**src/rtl/gmii_tx_arbiter_if.sv**
```systemverilog
// gmii_tx_arbiter_if: per-port frame source bus and shared GMII transmit bus of the arbiter
interface gmii_tx_arbiter_if #(
  parameter int pPORTS = 4
);
  logic [pPORTS-1:0]         ireq;
  logic [pPORTS-1:0]         ival;
  logic [8*pPORTS-1:0]       idata;
  logic [pPORTS-1:0]         ogrant;
  logic                      oval;
  logic [7:0]                odata;
  logic [$clog2(pPORTS)-1:0] ocur_port;
  logic [7:0]                opkt_cnt;
  logic                      oerr_timeout;
  logic                      ocollision;
  modport master (
    output ireq, ival, idata,
    input  ogrant, oval, odata, ocur_port, opkt_cnt, oerr_timeout, ocollision
  );
  modport slave (
    input  ireq, ival, idata,
    output ogrant, oval, odata, ocur_port, opkt_cnt, oerr_timeout, ocollision
  );
endinterface

```
**src/rtl/gmii_tx_arbiter.sv**
```systemverilog
// gmii_tx_arbiter: frame-atomic round-robin arbiter sharing one GMII tx bus with idle gap and error detection
module gmii_tx_arbiter #(
  parameter int pPORTS         = 4,
  parameter int pIPG_LENGTH    = 12,
  parameter int pSTART_TIMEOUT = 64
) (
  input logic             iclk,
  input logic             irst,
  gmii_tx_arbiter_if.slave bus
);
  localparam int CUR_W = $clog2(pPORTS);
  localparam int MAX_C = pSTART_TIMEOUT > pIPG_LENGTH ? pSTART_TIMEOUT : pIPG_LENGTH;
  localparam int CNT_W = $clog2(MAX_C + 1);
  localparam logic [pPORTS-1:0] ONE = 1;
  typedef enum logic [1:0] {stIDLE, stGRANT, stXFER, stIPG} state_t;
  state_t            r_state, w_state;
  logic [pPORTS-1:0] r_grant, w_grant;
  logic [CUR_W-1:0]  r_cur, w_cur, w_hi, w_lo, w_pick;
  logic [CNT_W-1:0]  r_cnt, w_cnt;
  logic              r_val, w_val, r_to, w_to, r_col, w_col, w_hi_found, w_gval;
  logic [7:0]        r_data, w_data, r_pkt, w_pkt, w_gdata;
  always_comb begin
    w_hi_found = 1'b0;
    w_hi = '0;
    w_lo = '0;
    for (int i = pPORTS - 1; i >= 0; i--) begin
      if (bus.ireq[i]) begin
        w_lo = CUR_W'(i);
        if (i > int'(r_cur)) begin
          w_hi_found = 1'b1;
          w_hi = CUR_W'(i);
        end
      end
    end
    w_pick = w_hi_found ? w_hi : w_lo;
  end
  always_comb begin
    w_gdata = '0;
    for (int i = 0; i < pPORTS; i++)
      if (r_grant[i]) w_gdata = bus.idata[8*i +: 8];
    w_gval = |(bus.ival & r_grant);
  end
  always_comb begin
    w_state = r_state;
    w_grant = r_grant;
    w_cur   = r_cur;
    w_cnt   = r_cnt;
    w_val   = 1'b0;
    w_data  = '0;
    w_pkt   = r_pkt;
    w_to    = 1'b0;
    w_col   = |(bus.ival & ~r_grant);
    case (r_state)
      stIDLE:
        if (|bus.ireq) begin
          w_grant = ONE << w_pick;
          w_cur   = w_pick;
          w_cnt   = CNT_W'(pSTART_TIMEOUT - 1);
          w_state = stGRANT;
        end
      stGRANT:
        if (w_gval) begin
          w_val   = 1'b1;
          w_data  = w_gdata;
          w_state = stXFER;
        end else if (r_cnt == '0) begin
          w_grant = '0;
          w_to    = 1'b1;
          w_cnt   = CNT_W'(pIPG_LENGTH - 1);
          w_state = stIPG;
        end else w_cnt = r_cnt - CNT_W'(1);
      stXFER:
        if (w_gval) begin
          w_val  = 1'b1;
          w_data = w_gdata;
        end else begin
          w_grant = '0;
          w_pkt   = r_pkt + 8'd1;
          w_cnt   = CNT_W'(pIPG_LENGTH - 1);
          w_state = stIPG;
        end
      stIPG:
        if (r_cnt == '0) w_state = stIDLE;
        else w_cnt = r_cnt - CNT_W'(1);
      default: w_state = stIDLE;
    endcase
  end
  always_ff @(posedge iclk) begin
    if (irst) begin
      r_state <= stIDLE;
      r_grant <= '0;
      r_cur   <= CUR_W'(pPORTS - 1);
      r_cnt   <= '0;
      r_val   <= 1'b0;
      r_data  <= '0;
      r_pkt   <= '0;
      r_to    <= 1'b0;
      r_col   <= 1'b0;
    end else begin
      r_state <= w_state;
      r_grant <= w_grant;
      r_cur   <= w_cur;
      r_cnt   <= w_cnt;
      r_val   <= w_val;
      r_data  <= w_data;
      r_pkt   <= w_pkt;
      r_to    <= w_to;
      r_col   <= w_col;
    end
  end
  assign bus.ogrant       = r_grant;
  assign bus.oval         = r_val;
  assign bus.odata        = r_data;
  assign bus.ocur_port    = r_cur;
  assign bus.opkt_cnt     = r_pkt;
  assign bus.oerr_timeout = r_to;
  assign bus.ocollision   = r_col;
endmodule

```
**src/flat_wrapper.sv**
```systemverilog
// flat-port wrapper written by rule: the top's interface ports become plain ports
module gmii_tx_arbiter_flat 
#(
  parameter int pPORTS         = 4,
  parameter int pIPG_LENGTH    = 12,
  parameter int pSTART_TIMEOUT = 64
)
  (iclk, irst, bus_ireq, bus_ival, bus_idata, bus_ogrant, bus_oval, bus_odata, bus_ocur_port, bus_opkt_cnt, bus_oerr_timeout, bus_ocollision);
  gmii_tx_arbiter_if #(.pPORTS(pPORTS)) bus_i ();
  input logic iclk;
  input logic irst;
  input wire logic [$bits(bus_i.ireq)-1:0] bus_ireq;
  input wire logic [$bits(bus_i.ival)-1:0] bus_ival;
  input wire logic [$bits(bus_i.idata)-1:0] bus_idata;
  output wire logic [$bits(bus_i.ogrant)-1:0] bus_ogrant;
  output wire logic [$bits(bus_i.oval)-1:0] bus_oval;
  output wire logic [$bits(bus_i.odata)-1:0] bus_odata;
  output wire logic [$bits(bus_i.ocur_port)-1:0] bus_ocur_port;
  output wire logic [$bits(bus_i.opkt_cnt)-1:0] bus_opkt_cnt;
  output wire logic [$bits(bus_i.oerr_timeout)-1:0] bus_oerr_timeout;
  output wire logic [$bits(bus_i.ocollision)-1:0] bus_ocollision;
  assign bus_i.ireq = bus_ireq;
  assign bus_i.ival = bus_ival;
  assign bus_i.idata = bus_idata;
  assign bus_ogrant = bus_i.ogrant;
  assign bus_oval = bus_i.oval;
  assign bus_odata = bus_i.odata;
  assign bus_ocur_port = bus_i.ocur_port;
  assign bus_opkt_cnt = bus_i.opkt_cnt;
  assign bus_oerr_timeout = bus_i.oerr_timeout;
  assign bus_ocollision = bus_i.ocollision;
  gmii_tx_arbiter #(.pPORTS(pPORTS), .pIPG_LENGTH(pIPG_LENGTH), .pSTART_TIMEOUT(pSTART_TIMEOUT)) u_core (.iclk(iclk), .irst(irst), .bus(bus_i));
endmodule
```
**config.mk**
```make
export PLATFORM = sky130hd
export DESIGN_NAME = gmii_tx_arbiter_flat
export DESIGN_NICKNAME = d
export VERILOG_FILES = /design/src/rtl/gmii_tx_arbiter_if.sv /design/src/rtl/gmii_tx_arbiter.sv /design/src/flat_wrapper.sv
export SDC_FILE = /design/constraint.sdc
export NUM_CORES = 1
export LEC_CHECK = 0
export CELL_PAD_IN_SITES_DETAIL_PLACEMENT = 0
export CELL_PAD_IN_SITES_GLOBAL_PLACEMENT = 1
export CORE_MARGIN = 2
export CORE_UTILIZATION = 34
export CTS_CLUSTER_DIAMETER = 50
export DETAILED_ROUTE_END_ITERATION = 12
export PLACE_DENSITY_LB_ADDON = 0.1
export SLEW_MARGIN = 20
export SYNTH_ARGS = -nofsm -noshare
export SYNTH_HDL_FRONTEND = slang
export SYNTH_SLANG_ARGS = --single-unit
```
**constraint.sdc**
```tcl
create_clock -name iclk -period 3.2 [get_ports iclk]
set_input_delay 0.8 -clock iclk [delete_from_list [all_inputs] [get_ports iclk]]
set_output_delay 0.8 -clock iclk [all_outputs]
set_load 0.01 [all_outputs]
```
**Yosys cells after proc, flatten, opt, wreduce, memory -nomap -nowiden**

Cells that the tools add are included.

- Bits in registers: 34

- Order comparisons: 3
- Mux-type cells: 40
- $add $sub $neg: 2
- Shift-type cells: 1
- Reduce and logical (&&, ||, !) cells: 15
- Bitwise operators: 6
- Eq/ne operators: 10

Operators with widths:

| kind | count |
|---|---|
| two-way mux 7 bit | 5 |
| two-way mux 2 bit | 16 |
| two-way mux 8 bit | 4 |
| case mux 7 bit (4 select lines) | 1 |
| two-way mux 4 bit | 4 |
| case mux 4 bit (3 select lines) | 1 |
| OR reduction 4 bit | 3 |
| adder 8 x 1 -> 8 bit (second input constant) | 1 |
| AND 4 bit | 2 |
| two-way mux 1 bit | 8 |
| case mux 2 bit (4 select lines) | 1 |
| AND reduction 4 bit | 2 |
| logical NOT 7 bit | 1 |
| subtractor 7 x 1 -> 7 bit (second input constant) | 1 |
| != test 2 x 1 -> 1 bit (second input constant) | 3 |
| != test 2 bit (second input constant) | 3 |
| OR reduction 6 bit | 1 |
| AND reduction 5 bit | 1 |
| == test 2 bit (second input constant) | 2 |
| > comparator 2 bit (first input constant) | 2 |
| NOT 4 bit | 1 |
| AND reduction 2 bit | 2 |
| OR reduction 2 bit | 2 |
| << shifter 1 x 2 -> 4 bit (first input constant) | 1 |
| other kinds (7) | 9 |

**Depth between registers and ports, before layout**

- Depth after elaboration: 11
- Depth in mapped cells: 9
- Depth with buffers taken out: 7

**Worst setup path after synthesis**

OpenSTA, ideal clock, no wires.

- Path kind: input to register
- Start: input port bus_ival[0]
- End: register u_core.r_grant[3], in the netlist u_core.bus.ogrant[3]
- Setup slack: 0.838 ns
- Data required time: 3.129 ns
- Stages on the path: 5
- Arrival: 2.291 ns
- Path through: a22oi_1 a21oi_1 a2111o_1 or4_1 a21oi_1

- Cells in the longest elaborated chain, start to end: 4

Ends and longest elaborated chain:

| element | RTL line | RTL |
|---|---|---|
| start: declaration | flat_wrapper.sv:13 | `input wire logic [$bits(bus_i.ival)-1:0] bus_ival;` |
| AND 4 bit (*) | gmii_tx_arbiter.sv:41 | `w_gval = \|(bus.ival & r_grant);` |
| OR reduction 4 bit (*) | gmii_tx_arbiter.sv:41 |  |
| != test 2 bit (no source line) | - |  |
| AND reduction 5 bit (no source line) (*) | - |  |
| end signal: assignment | gmii_tx_arbiter.sv:101 | `r_grant <= w_grant;` |
| end: declaration | gmii_tx_arbiter.sv:17 | `logic [pPORTS-1:0] r_grant, w_grant;` |

Mark *: on every way between the ends. The rest lies on a longest branch, timed or not.
A chain may end at the register's enable or synchronous reset.

**Worst setup path after layout**

- Start: input port bus_ival[2]
- End: register u_core.r_grant[0], in the netlist u_core.bus.ogrant[0]

The elaborated chain is that of the path after synthesis.

==> impl_results.md <==
* Antenna Diode Count at 0
* Iter 0 DRT Violations at 56
* Post-synth top cells: dfxtp_1 (34), nor2_1 (30), a21oi_1 (23)
* Post-Route WL at 5057 um
* Starting Density at 35.61%
* Gr usage total at 16.87%
* Post-synth EDFFs at 0
* CTS sink count at 34
* H-tree depth at 2
* Top FF cell, synth: dfxtp_1
* Setup crit start kind: primary input
* Port Buffers at 66
* Top cells by area, synth: dfxtp_1 (37%), a21oi_1 (6.3%), nor2_1 (6.1%), ha_1 (5.4%), a221oi_1 (5.2%)
* First-pass GRT wire length at 8252 um
* Vias/cell at 5.022
* Filler Cell Count at 509
* Total vias in the final route at 1,813
* Core area at 5172 sq um
* Std-Cell Rows at 26
* Worst Hold Class: reg2reg
* Ports at 67
* Clk buf depth at 2
* Setup crit start: bus_ival[2]
* Run status: finished clean
* # resized after CTS at 0
* R2r setup slk at 850 ps
* CTS Buf Count at 5
* 1st-pass router iterations at 6
* NumNets Final at 340
* PwrDens at 734.1 nW/um^2
* Clock Skews at 4.943 ps
* Slew Limit Headroom at 52.77%
* Largest net degree at the start of global routing at 29
* Number of setup buffers added after CTS at 0
* Post-layout util at 51.72%
* Setup-failing EPs final at 0
* Residual DRC at 0
* Worst Tran Pin Value at 707.5 ps
* Share of the synthesized area in the top cell type at 36.96%
* Area grow syn2layout at 45.24%
* FFs w/ async S/R, synth at 0%
* Chip Height at 77.60 um
* Die area at 6022 sq um
* Placed cell count at 353
* YS warnings at 0
* Routability cong. at 0.7545
* Hold Buf Count CTS at 0
* CP Data Arrival Time at 2920 ps
* Highest clock rate at 368.0 MHz
* Crit path required time at 3400 ps
* Crit. End Element: register
* Sequential fraction of the synthesis area at 36.96%
* Count leader, synth: dfxtp_1
* Worst Path Max Fanout at 8
* Initial antenna violation count at 0
* Wire per inst at 14.01 um
* Place WS at 213.9 ps
* Syn Inst Count at 226
* Slew Viols, Final at 0
* Die Wd at 77.60 um
* Root Driver: clkbuf_8
* Syn_nets at 276
* Count of cell types in the netlist at 47
* Congestion Overflow GR at 0
* Synthesized area per cell at 8.149 sq um
* Final worst slack at 482.5 ps
* Dominant cell type by area after synthesis: dfxtp_1
* Non-Filler Instances at 361
* Reg-to-Reg Start: u_core.bus.ogrant[3]$_SDFFE_PP0P_
* Vias in the first global route at 1,671
* Post-synth design cell area at 1842 sq um
* Final hold violation count at 0
* Reg clk slew, reported paths at 70 ps
* Min cycle time layout at 2718 ps
* Yosys reg bits at 34
* Antenna-violating nets left at 0
* Worst hold path startpoint: u_core.bus.opkt_cnt[7]$_SDFFE_PP0P_
* Maximum VDD drop at 0.0002593 V
* Later-pin clock latency in the skew report at 280 ps
* CTS tree: built
* Pleak at 0.9735 nW
* Unrepaired setup endpoints after global routing: no
* HPWL after detailed placement at 3765 um
* Setup TNS at 0 ps
* Layout cells sized above 1 at 6.529%
* Max-cap viol count at 0
* Tcrit/Tclk final at 84.92%
* Hold Slack at 498.8 ps
* Critical path class: in2reg
-- where the power goes --
| group | internal (mW) | switching, mW |
|---|---|---|
| Clock | 0.233 | 0.152 |
| Combinational | 0.456 | 0.492 |
| Sequential | 0.512 | 0.118 |
-- area by class of cell --
class / instances / area, sq um / area share, %
Clock buffer: 7 / 76.32 / 2.853
Clock inverter: 1 / 30.03 / 1.123
Inverter: 15 / 56.30 / 2.105
Multi-Input combinational cell: 164 / 1054 / 39.38
Sequential cell: 34 / 680.7 / 25.44
Tap cell: 70 / 87.58 / 3.274
Timing Repair Buffer: 70 / 690.7 / 25.82
-- critical path: stages --
cell and delay, ps:
clkdlybuf4s50_1 440, a22oi_2 300, a21oi_1 200, a2111o_1 480, or4b_1 530, a21oi_1 170
-- stage by stage --
stage | total power [mW] | area [sq um]
after floorplan | 1.277 | 1842
after global placement | 1.586 | 2569
after detailed placement | 1.581 | 2569
after CTS | 1.977 | 2675
after global routing | 2.127 | 2675
final | 1.964 | 2675
-- path summary, 6_finish.rpt --
check	to	cells past startpoint
worst min register to register	u_core.bus.opkt_cnt[7]$_SDFFE_PP0P_	2
worst max register to register	u_core.bus.ogrant[0]$_SDFFE_PP0P_	5
worst max-delay path	u_core.bus.ogrant[0]$_SDFFE_PP0P_	6
worst min-delay path	u_core.bus.opkt_cnt[7]$_SDFFE_PP0P_	2
-- registers in the layout (all words and copies together) (netlist names) --
name                     flops
u_core.r_cnt                 7
u_core.r_state               2
u_core.bus.ogrant            4
u_core.bus.odata             8
u_core.bus.ocur_port         2
u_core.bus.oval              1
u_core.bus.opkt_cnt          8
u_core.bus.oerr_timeout      1
u_core.bus.ocollision        1
-- kinds of logic after synthesis --
kind of cell,after synthesis,synth area share (%)
AND/OR/NAND/NOR,84,23.98
AO/OA/AOI/OAI,63,23.30
flip-flops,34,36.96
multiplexers,3,1.630
XOR/XNOR,6,2.853
buffers and inverters,28,5.842
adder cells (fa/ha/maj),8,5.435
-- layout by cell type, fill, tap and decap left out, types with 2 or more instances in the layout --
cell type,instances
nor2_1,30
o21ai_0,3
nand2b_1,8
inv_2,3
o22ai_1,2
a21oi_1,23
ha_1,8
buf_4,4
inv_1,12
clkbuf_8,5
or3_1,2
o21ai_1,2
nor3_1,12
o32ai_1,3
nand2_1,9
dfxtp_1,34
or4_1,3
a211o_1,3
xnor2_1,4
nor4_1,2
nand3_1,2
a22oi_1,2
clkbuf_1,2
nand4_1,4
a211oi_1,3
clkdlybuf4s50_1,66
a31oi_1,4
mux2i_1,3
xor2_1,2
a221oi_1,11
-- metal layers --
layer,part of all wire (%),GRT usage [%],vias to the layer above
li1,-,-,946
met1,51,24.62,821
met2,44,25.26,41
met3,4.0,3.023,5
met4,0.99,4.821,0
met5,0,0,-
No activity file was read; power rests on OpenSTA's default activity.
